$ cat config.mk
export PLATFORM = sky130hd
export DESIGN_NAME = vliw_slot_sequencer
export DESIGN_NICKNAME = d
export VERILOG_FILES = /design/src/rtl/vliw_pkg.sv /design/src/rtl/vliw_slot_extract.sv /design/src/rtl/vliw_slot_sequencer.sv
export SDC_FILE = /design/constraint.sdc
export NUM_CORES = 2
export LEC_CHECK = 0
export CAP_MARGIN = 20
export CORE_AREA = 2 2 442 444
export CTS_CLUSTER_DIAMETER = 150
export DETAILED_ROUTE_END_ITERATION = 8
export DIE_AREA = 0 0 444 446
export PLACE_DENSITY = 0.4
export REMOVE_ABC_BUFFERS = 1
export SKIP_CTS_REPAIR_TIMING = 1
export SYNTH_ARGS = -nofsm -noshare
export SYNTH_HDL_FRONTEND = slang
export SYNTH_SLANG_ARGS = --single-unit
$ cat constraint.sdc
create_clock -name clk -period 6.2 [get_ports clk]
set_clock_uncertainty 0.15 [all_clocks]
set_input_delay 1.24 -clock clk [delete_from_list [all_inputs] [get_ports clk]]
set_output_delay 1.24 -clock clk [all_outputs]
set_load 0.01 [all_outputs]
$ cat src/rtl/vliw_pkg.sv
// Shared definitions for the VLIW slot sequencer: bundle header layout,
// slot/field widths and the sequencer state encoding.
package vliw_pkg;

    // Slot and header field widths
    localparam int SLOT_W    = 24;
    localparam int CODE_W    = 8;
    localparam int LEN_W     = 7;
    localparam int OPERAND_W = 16;
    localparam int NEXT_W    = 16;
    localparam int HDR_W     = 40;
    localparam int IDX_W     = 8;

    // Header field positions, as offsets below the bundle width:
    // the field's top bit sits at BUNDLE_W - <OFS>.
    localparam int META_OFS    = 1;
    localparam int LEN_OFS     = 2;
    localparam int OPERAND_OFS = 9;
    localparam int NEXT_OFS    = 25;

    // Slot word sub-fields: {code, src, dst}
    localparam int CODE_LSB = 16;
    localparam int SRC_LSB  = 8;
    localparam int DST_LSB  = 0;

    typedef enum logic [1:0] {
        IDLE  = 2'd0,
        ISSUE = 2'd1,
        META  = 2'd2
    } state_t;

    // Number of whole slots that fit behind the header
    function automatic int max_slots(input int bundle_w);
        return (bundle_w - HDR_W) / SLOT_W;
    endfunction

endpackage

$ cat src/rtl/vliw_slot_extract.sv
// Combinational lane selector: picks slots idx..idx+LANES-1 out of the
// registered bundle, enabling only lanes whose slot index is below n.
module vliw_slot_extract
    import vliw_pkg::*;
#(
    parameter int BUNDLE_W  = 1024,
    parameter int LANES     = 2,
    parameter int MAX_SLOTS = 41
) (
    input  logic [BUNDLE_W-1:0] bundle,
    input  logic [IDX_W-1:0]    idx,
    input  logic [LEN_W-1:0]    n,
    output logic [LANES*8-1:0]  code,
    output logic [LANES*8-1:0]  src,
    output logic [LANES*8-1:0]  dst,
    output logic [LANES-1:0]    en
);

    // Header bits and any tail bits beyond the last whole slot are not
    // consumed here; fold them away so they do not appear dangling.
    logic unused_bundle_bits;
    assign unused_bundle_bits = ^bundle;

    logic [SLOT_W-1:0] slots [MAX_SLOTS];

    genvar gi;
    generate
        for (gi = 0; gi < MAX_SLOTS; gi++) begin : g_slot
            assign slots[gi] = bundle[SLOT_W*gi +: SLOT_W];
        end

        for (gi = 0; gi < LANES; gi++) begin : g_lane
            logic [IDX_W:0]    slot_num;
            logic              lane_en;
            logic [SLOT_W-1:0] word;

            assign slot_num = {1'b0, idx} + (IDX_W+1)'(gi);
            assign lane_en  = slot_num < {2'b00, n};

            // Wide mux over slot positions; disabled lanes resolve to zero
            always_comb begin
                word = '0;
                for (int s = 0; s < MAX_SLOTS; s++) begin
                    if (lane_en && slot_num == (IDX_W+1)'(s)) begin
                        word = slots[s];
                    end
                end
            end

            assign en[gi]          = lane_en;
            assign code[8*gi +: 8] = word[CODE_LSB +: 8];
            assign src[8*gi +: 8]  = word[SRC_LSB +: 8];
            assign dst[8*gi +: 8]  = word[DST_LSB +: 8];
        end
    endgenerate

endmodule

$ cat src/rtl/vliw_slot_sequencer.sv
// Accepts one VLIW bundle at a time and issues its slots LANES per beat,
// or presents the bundle's operand/next fields for a meta bundle.
module vliw_slot_sequencer
    import vliw_pkg::*;
#(
    parameter int BUNDLE_W = 1024,
    parameter int LANES    = 2
) (
    input  logic                 clk,
    input  logic                 rst,
    input  logic                 in_valid,
    output logic                 in_ready,
    input  logic [BUNDLE_W-1:0]  in_bundle,
    output logic                 out_valid,
    input  logic                 out_ready,
    output logic [LANES*8-1:0]   out_code,
    output logic [LANES*8-1:0]   out_src,
    output logic [LANES*8-1:0]   out_dst,
    output logic [LANES-1:0]     out_lane_en,
    output logic                 out_last,
    output logic [NEXT_W-1:0]    out_next,
    output logic                 meta_valid,
    input  logic                 meta_ready,
    output logic [OPERAND_W-1:0] meta_operand,
    output logic [NEXT_W-1:0]    meta_next,
    output logic                 len_err
);

    localparam int MAX_SLOTS = max_slots(BUNDLE_W);

    state_t              state_reg, state_next;
    logic [IDX_W-1:0]    idx_reg, idx_next;
    logic [LEN_W-1:0]    n_reg, n_next;
    logic [BUNDLE_W-1:0] bundle_reg, bundle_next;
    logic                len_err_reg, len_err_next;

    logic [LEN_W-1:0]    in_len;
    logic                beat_last;
    logic                in_issue;
    logic                in_meta;
    logic [LANES*8-1:0]  ext_code, ext_src, ext_dst;
    logic [LANES-1:0]    ext_en;

    assign in_len    = in_bundle[BUNDLE_W-LEN_OFS -: LEN_W];
    assign beat_last = ({1'b0, idx_reg} + (IDX_W+1)'(LANES)) >= {2'b00, n_reg};
    assign in_issue  = (state_reg == ISSUE);
    assign in_meta   = (state_reg == META);

    vliw_slot_extract #(
        .BUNDLE_W  (BUNDLE_W),
        .LANES     (LANES),
        .MAX_SLOTS (MAX_SLOTS)
    ) u_extract (
        .bundle (bundle_reg),
        .idx    (idx_reg),
        .n      (n_reg),
        .code   (ext_code),
        .src    (ext_src),
        .dst    (ext_dst),
        .en     (ext_en)
    );

    // State, slot index, captured bundle and clamp flag registers
    always_ff @(posedge clk) begin
        if (rst) begin
            state_reg   <= IDLE;
            idx_reg     <= '0;
            n_reg       <= '0;
            bundle_reg  <= '0;
            len_err_reg <= 1'b0;
        end else begin
            state_reg   <= state_next;
            idx_reg     <= idx_next;
            n_reg       <= n_next;
            bundle_reg  <= bundle_next;
            len_err_reg <= len_err_next;
        end
    end

    // Next-state: capture on accept, step idx per consumed beat, leave on last
    always_comb begin
        state_next   = state_reg;
        idx_next     = idx_reg;
        n_next       = n_reg;
        bundle_next  = bundle_reg;
        len_err_next = 1'b0;
        case (state_reg)
            IDLE: begin
                if (in_valid) begin
                    bundle_next = in_bundle;
                    idx_next    = '0;
                    if (int'(in_len) > MAX_SLOTS) begin
                        n_next       = LEN_W'(MAX_SLOTS);
                        len_err_next = 1'b1;
                    end else begin
                        n_next = in_len;
                    end
                    state_next = in_bundle[BUNDLE_W-META_OFS] ? META : ISSUE;
                end
            end
            ISSUE: begin
                if (out_ready) begin
                    if (beat_last) begin
                        state_next = IDLE;
                        idx_next   = '0;
                    end else begin
                        idx_next = idx_reg + IDX_W'(LANES);
                    end
                end
            end
            META: begin
                if (meta_ready) begin
                    state_next = IDLE;
                end
            end
            default: state_next = IDLE;
        endcase
    end

    // Outputs come only from registers; everything is zeroed outside its state
    always_comb begin
        in_ready     = (state_reg == IDLE);
        out_valid    = in_issue;
        out_code     = in_issue ? ext_code : '0;
        out_src      = in_issue ? ext_src  : '0;
        out_dst      = in_issue ? ext_dst  : '0;
        out_lane_en  = in_issue ? ext_en   : '0;
        out_last     = in_issue & beat_last;
        out_next     = in_issue ? bundle_reg[BUNDLE_W-NEXT_OFS -: NEXT_W] : '0;
        meta_valid   = in_meta;
        meta_operand = in_meta ? bundle_reg[BUNDLE_W-OPERAND_OFS -: OPERAND_W] : '0;
        meta_next    = in_meta ? bundle_reg[BUNDLE_W-NEXT_OFS -: NEXT_W] : '0;
        len_err      = len_err_reg;
    end

endmodule

[Word-level counts from Yosys, hierarchy flattened]
Cells that the tools add are included.
Cells by class
  add/subtract/negate cells: 3
  magnitude comparators: 4
  equality and inequality tests: 86
  muxes and demuxes: 101
  bitwise gates (word level): 3
  reduce and logical (&&, ||, !) cells: 90
Operator list (number)
  24-bit 2-to-1 mux: 82
  9-bit by 5-bit equality test with 1-bit output, second input constant: 16
  8-bit by 5-bit equality test with 1-bit output, second input constant: 16
  16-bit 2-to-1 mux: 6
  1-bit logical AND: 82
  9-bit by 6-bit equality test with 1-bit output, second input constant: 9
  8-bit by 6-bit equality test with 1-bit output, second input constant: 9
  9-bit by 4-bit equality test with 1-bit output, second input constant: 8
  8-bit by 4-bit equality test with 1-bit output, second input constant: 8
  9-bit by 3-bit equality test with 1-bit output, second input constant: 4
  8-bit by 3-bit equality test with 1-bit output, second input constant: 4
  8-bit 2-to-1 mux: 3
  9-bit by 2-bit equality test with 1-bit output, second input constant: 2
  9-bit logical NOT: 2
  8-bit by 2-bit equality test with 1-bit output, second input constant: 2
  8-bit case mux with 2 select lines: 1
  2-bit 2-to-1 mux: 6
  8-bit by 1-bit adder with 9-bit output, second input constant: 1
  8-bit by 2-bit adder with 9-bit output, second input constant: 1
  9-bit by 1-bit equality test with 1-bit output, second input constant: 1
  9-bit by 7-bit >= comparator with 1-bit output: 1
  9-bit by 7-bit less-than comparator with 1-bit output: 1
  8-bit by 2-bit adder with 8-bit output, second input constant: 1
  8-bit by 1-bit equality test with 1-bit output, second input constant: 1
  16 further kinds: 20
Storage, ports and cells
  flip-flop bits (word level): 1034
  input bits: 1029
  logic and storage cells: 292

[Depth between registers and ports, before layout]
  depth after elaboration: 45
  gate-level depth with buffers: 18

[By module]
From an unflattened synthesis, not the netlist that was laid out.
Unflattened totals
  cells, all modules: 7706
  area total of the unflattened synthesis: 54394.7 µm²
By module, submodules not included
  vliw_slot_sequencer: times used 1, cells each 4671, area each 36414.9 µm², sequential area each 20840.0 µm²
  vliw_slot_extract: times used 1, cells each 3035, area each 17979.7 µm², sequential area each 0.0 µm²

[Least setup slack after synthesis]
Ideal clock, no wire load.
  path kind: reg-to-output
  start point: register idx_reg[2]
  end point: output port out_code[13]
  arrival time: 3794 ps
  data required time: 4810 ps
  setup slack: 1016 ps
  stages on the path, launching flop included: 16
  buffers on the path: 8
  cells stage by stage: dfxtp_1 > buf_2 > buf_2 > buf_2 > clkbuf_1 > buf_1 > clkbuf_1 > ha_1 > o21a_1 > o2111a_1 > buf_4 > buf_6 > nor3_2 > a2111oi_0 > or4_1 > a211oi_2
Between the ends
  longest elaborated chain between the ends: 45
Ends and longest elaborated chain
  from (decl): line vliw_slot_sequencer.sv:32  | logic [IDX_W-1:0] idx_reg, idx_next;
  from (signal assigned): line vliw_slot_sequencer.sv:73  | idx_reg <= idx_next;
  8-bit by 1-bit adder with 9-bit output *: line vliw_slot_extract.sv:37  | assign slot_num = {1'b0, idx} + (IDX_W+1)'(gi);
  9-bit by 7-bit less-than comparator with 1-bit output or 9-bit logical NOT (tied branches): line vliw_slot_extract.sv:38, vliw_slot_extract.sv:44
  1-bit logical AND: line vliw_slot_extract.sv:44  | if (lane_en && slot_num == (IDX_W+1)'(s)) begin
  24-bit 2-to-1 mux (40 in series): line vliw_slot_extract.sv:44
  24-bit 2-to-1 mux *: line vliw_slot_extract.sv:44
  16-bit 2-to-1 mux *: line vliw_slot_sequencer.sv:124  | out_code = in_issue ? ext_code : '0;
  to (decl): line vliw_slot_sequencer.sv:16  | output logic [LANES*8-1:0] out_code,
Every way passes the cells marked *; elsewhere a longest branch is shown, timed or not.

[Final worst setup path]
  start point: register n_reg[6]
  end point: output port out_src[8]
Between the ends
  longest elaborated chain between the ends: 44
Ends and longest elaborated chain
  from (decl): line vliw_slot_sequencer.sv:33  | logic [LEN_W-1:0] n_reg, n_next;
  from (signal assigned): line vliw_slot_sequencer.sv:74  | n_reg <= n_next;
  9-bit by 7-bit less-than comparator with 1-bit output *: line vliw_slot_extract.sv:38  | assign lane_en = slot_num < {2'b00, n};
  1-bit logical AND: line vliw_slot_extract.sv:44
  24-bit 2-to-1 mux (40 in series): line vliw_slot_extract.sv:44
  24-bit 2-to-1 mux *: line vliw_slot_extract.sv:44
  16-bit 2-to-1 mux *: line vliw_slot_sequencer.sv:125  | out_src = in_issue ? ext_src : '0;
  to (decl): line vliw_slot_sequencer.sv:17  | output logic [LANES*8-1:0] out_src,
Marked as above.

==> flow_summary_export.csv <==
group,metric,value,unit
logic_synthesis,synth-edff-count,0,
power_and_ir_drop,power_frac_comb,0.152,
global_routing,grt_pass1_wl,378000,um
detailed_routing,drt-initial-drc-count,4317,
timing,tightest_slew,1050,ps
outcome,status,"finished clean",
floorplan,die_y,446,um
placed_design,dp_worst_setup_slack,406,ps
placed_design,portBuffers,1131,
power_and_ir_drop,p_int,12.7,mW
cells_and_area,nFillCells,20800,
power_and_ir_drop,switching_power,5.17,mW
global_routing,grt.total_usage,0.270,
logic_synthesis,syn_inst,5919,
logic_synthesis,synth_area_leader_cell,"dfxtp_1",
timing,finalSetupTns,0,ps
timing,fin_crit,6120,ps
power_and_ir_drop,ir_drop,288,uV
setup_path,path_class,"flip-flop to primary output",
detailed_routing,wl,281000,um
placed_design,dp.cells,9267,
cells_and_area,multi_input_area,22400,um2
detailed_routing,firstDrtPassIters,6,
worst_hold_path,hold_depth,2,
timing,hold_ws,298,ps
power_and_ir_drop,p_clk_frac,0.435,
timing,fin_crit_sh,0.987,
floorplan,num_rows,162,
logic_synthesis,yosysSeqAreaShare,0.463,
global_routing,grt_max_degree,183,
logic_synthesis,yosysUniqueCellTypes,95,
logic_synthesis,ys_ff_latch,1033,
logic_synthesis,synth_common_cells,"2,154 x nand2_1, 1,126 x a21oi_1, 1,033 x dfxtp_1",
clocking,clk_pin_slew,60,ps
detailed_routing,avgViaCountPerCell,5.06,
cells_and_area,final_core_util,0.332,
global_routing,grt_remaining_overflow,0,
setup_path,reg2reg_depth,9,
timing,finalHoldViolCount,0,
floorplan,initial_utilization,0.231,
power_and_ir_drop,power.total,17.9,mW
logic_synthesis,ys_warn_count,0,
clocking,cts_root_buf,"clkbuf_16",
cells_and_area,finalNonFillerCells,9592,
setup_path,cp_max_fo,13,
power_and_ir_drop,switching_share,0.289,
power_and_ir_drop,power.density,279,nW/um2
worst_hold_path,hold_class,"flip-flop to flip-flop",
placed_design,dpl_cell_area,59000,um2
global_routing,grt_pass1_vias,46900,
floorplan,dieArea,198000,um2
cells_and_area,fin_nets,7961,
logic_synthesis,yosys_most_used_dff,"dfxtp_1",
timing,layout_setup_ws,78.3,ps
detailed_routing,ant_nets,0,
timing,fmax,163,MHz
clocking,cts_buffers,132,
power_and_ir_drop,p_leak,23.3,nW
cells_and_area,ff_latch_area,20700,um2
detailed_routing,drc,0,
logic_synthesis,synth_top_cell_area_share,0.463,
cells_and_area,drive_gt1_frac,0.0823,
floorplan,ios,1132,
timing,grt_setup_unrepaired,"yes",
logic_synthesis,avgSynthCellArea,7.54,um2
timing,finalSetupViolations,0,
placed_design,detailed_place_hpwl,211000,um
floorplan,die_width,444,um
timing,final_max_slew_viol_count,0,
cells_and_area,largest_reg_flops,1016,
global_routing,antenna_found_initial,54,
cells_and_area,fin_area,64300,um2
clocking,cts_tree,"yes",
detailed_routing,num_vias,48500,
logic_synthesis,async_reset_ff_frac,0,
clocking,ctsLongestPathBuffers,3,
logic_synthesis,syn_area,44600,um2
clocking,clock_sink_count,1033,
cells_and_area,syn_to_final_growth,44.0,%
logic_synthesis,synth_area_leaders,"dfxtp_1 46%, nand2_1 18%, a21oi_1 13%",
logic_synthesis,synth_most_common_cell,"nand2_1",
clocking,htreeDepth,4,
job,cap_violations,0,
floorplan,core_area,194000,um2
placed_design,gp_congestion,0.915,
detailed_routing,wire_per_inst,29.3,um
setup_path,crit_path_end_kind,"primary output",
power_and_ir_drop,seqPwrFrac,0.413,
clocking,insertion_delay,800,ps
setup_path,cp-start-kind,"flip-flop",
timing,relSlewSlack,0.299,
setup_path,arrival,4730,ps
setup_path,crit_required,4810,ps
[placed cells by master (no fill, tap or decap), drive strengths merged, types with 13 or more instances in the layout]
cell type	n
clkbuf	198
a21oi	1128
a221oi	47
diode	35
a22o	34
a211oi	45
o22ai	56
clkinv	24
o21ai	119
dfxtp	1033
nand4	14
a2111oi	15
and2	54
nor2	114
inv	22
a222oi	24
nand3	44
mux2	13
mux2i	25
clkdlybuf4s50	1123
a22oi	131
a221o	24
ha	19
o221ai	18
buf	224
a31oi	17
nor3	56
o211ai	26
nand2	2154
[kinds of logic (layout without fill, tap and decap cells)]
kind of cell,Yosys count,count (layout),synth area share
AO/OA/AOI/OAI,1796,1796,0.244
XOR/XNOR,3,3,0.000589
adder cells (fa/ha/maj),19,19,0.00533
buffers and inverters,505,1600,0.0457
flip-flops,1033,1033,0.463
multiplexers,43,43,0.0114
other,0,35,0
AND/OR/NAND/NOR,2520,2521,0.230
[final timing paths]
kind,slack [ps],end,startpoint
hold reg to reg,300,bundle_reg[1009],bundle_reg[1009]
hold / removal,300,bundle_reg[1009],bundle_reg[1009]
setup reg to reg,2750,state_reg[0],idx_reg[1]
setup / recovery,80,out_src[8],n_reg[6]
[cell type report]
| cell class | instances | share of cell area |
|---|---|---|
| multi-input cells | 4382 | 0.349 |
| flip-flops and latches | 1033 | 0.322 |
| repair buffers | 1349 | 0.210 |
| clock buffers | 198 | 0.0602 |
| well taps | 2542 | 0.0495 |
| clock inverters | 38 | 0.00715 |
| diodes | 35 | 0.00136 |
| inverters | 15 | 0.000935 |
[power by group through the flow]
stage                     registers [mW]  logic [mW]  clock network [mW]
after detailed placement            7.54        2.66                   0
final                               7.40        2.72                7.80
after floorplan                     7.43        1.79                   0
after global placement              7.54        2.64                   0
after global routing                7.44        2.90                8.22
after CTS                           7.40        2.67                7.96
[routing by layer]
metal,GRT usage,part of all wire
met4,0.135,0.052
met3,0.0458,0.059
met1,0.321,0.40
met5,0,0.00046
met2,0.468,0.49
[worst max-delay path, cell delays in order, from the launching register on]
cell             delay [ps]
dfxtp_1                 310
inv_1                    90
ha_1                    420
and3b_1                 240
o2111a_2                380
buf_4                   260
nor3_4                   90
buf_4                   230
a221oi_1                470
a21oi_1                 170
or4_1                   480
a31o_1                  280
clkdlybuf4s50_1         490
Note: power is estimated with default switching activity, not from simulation.
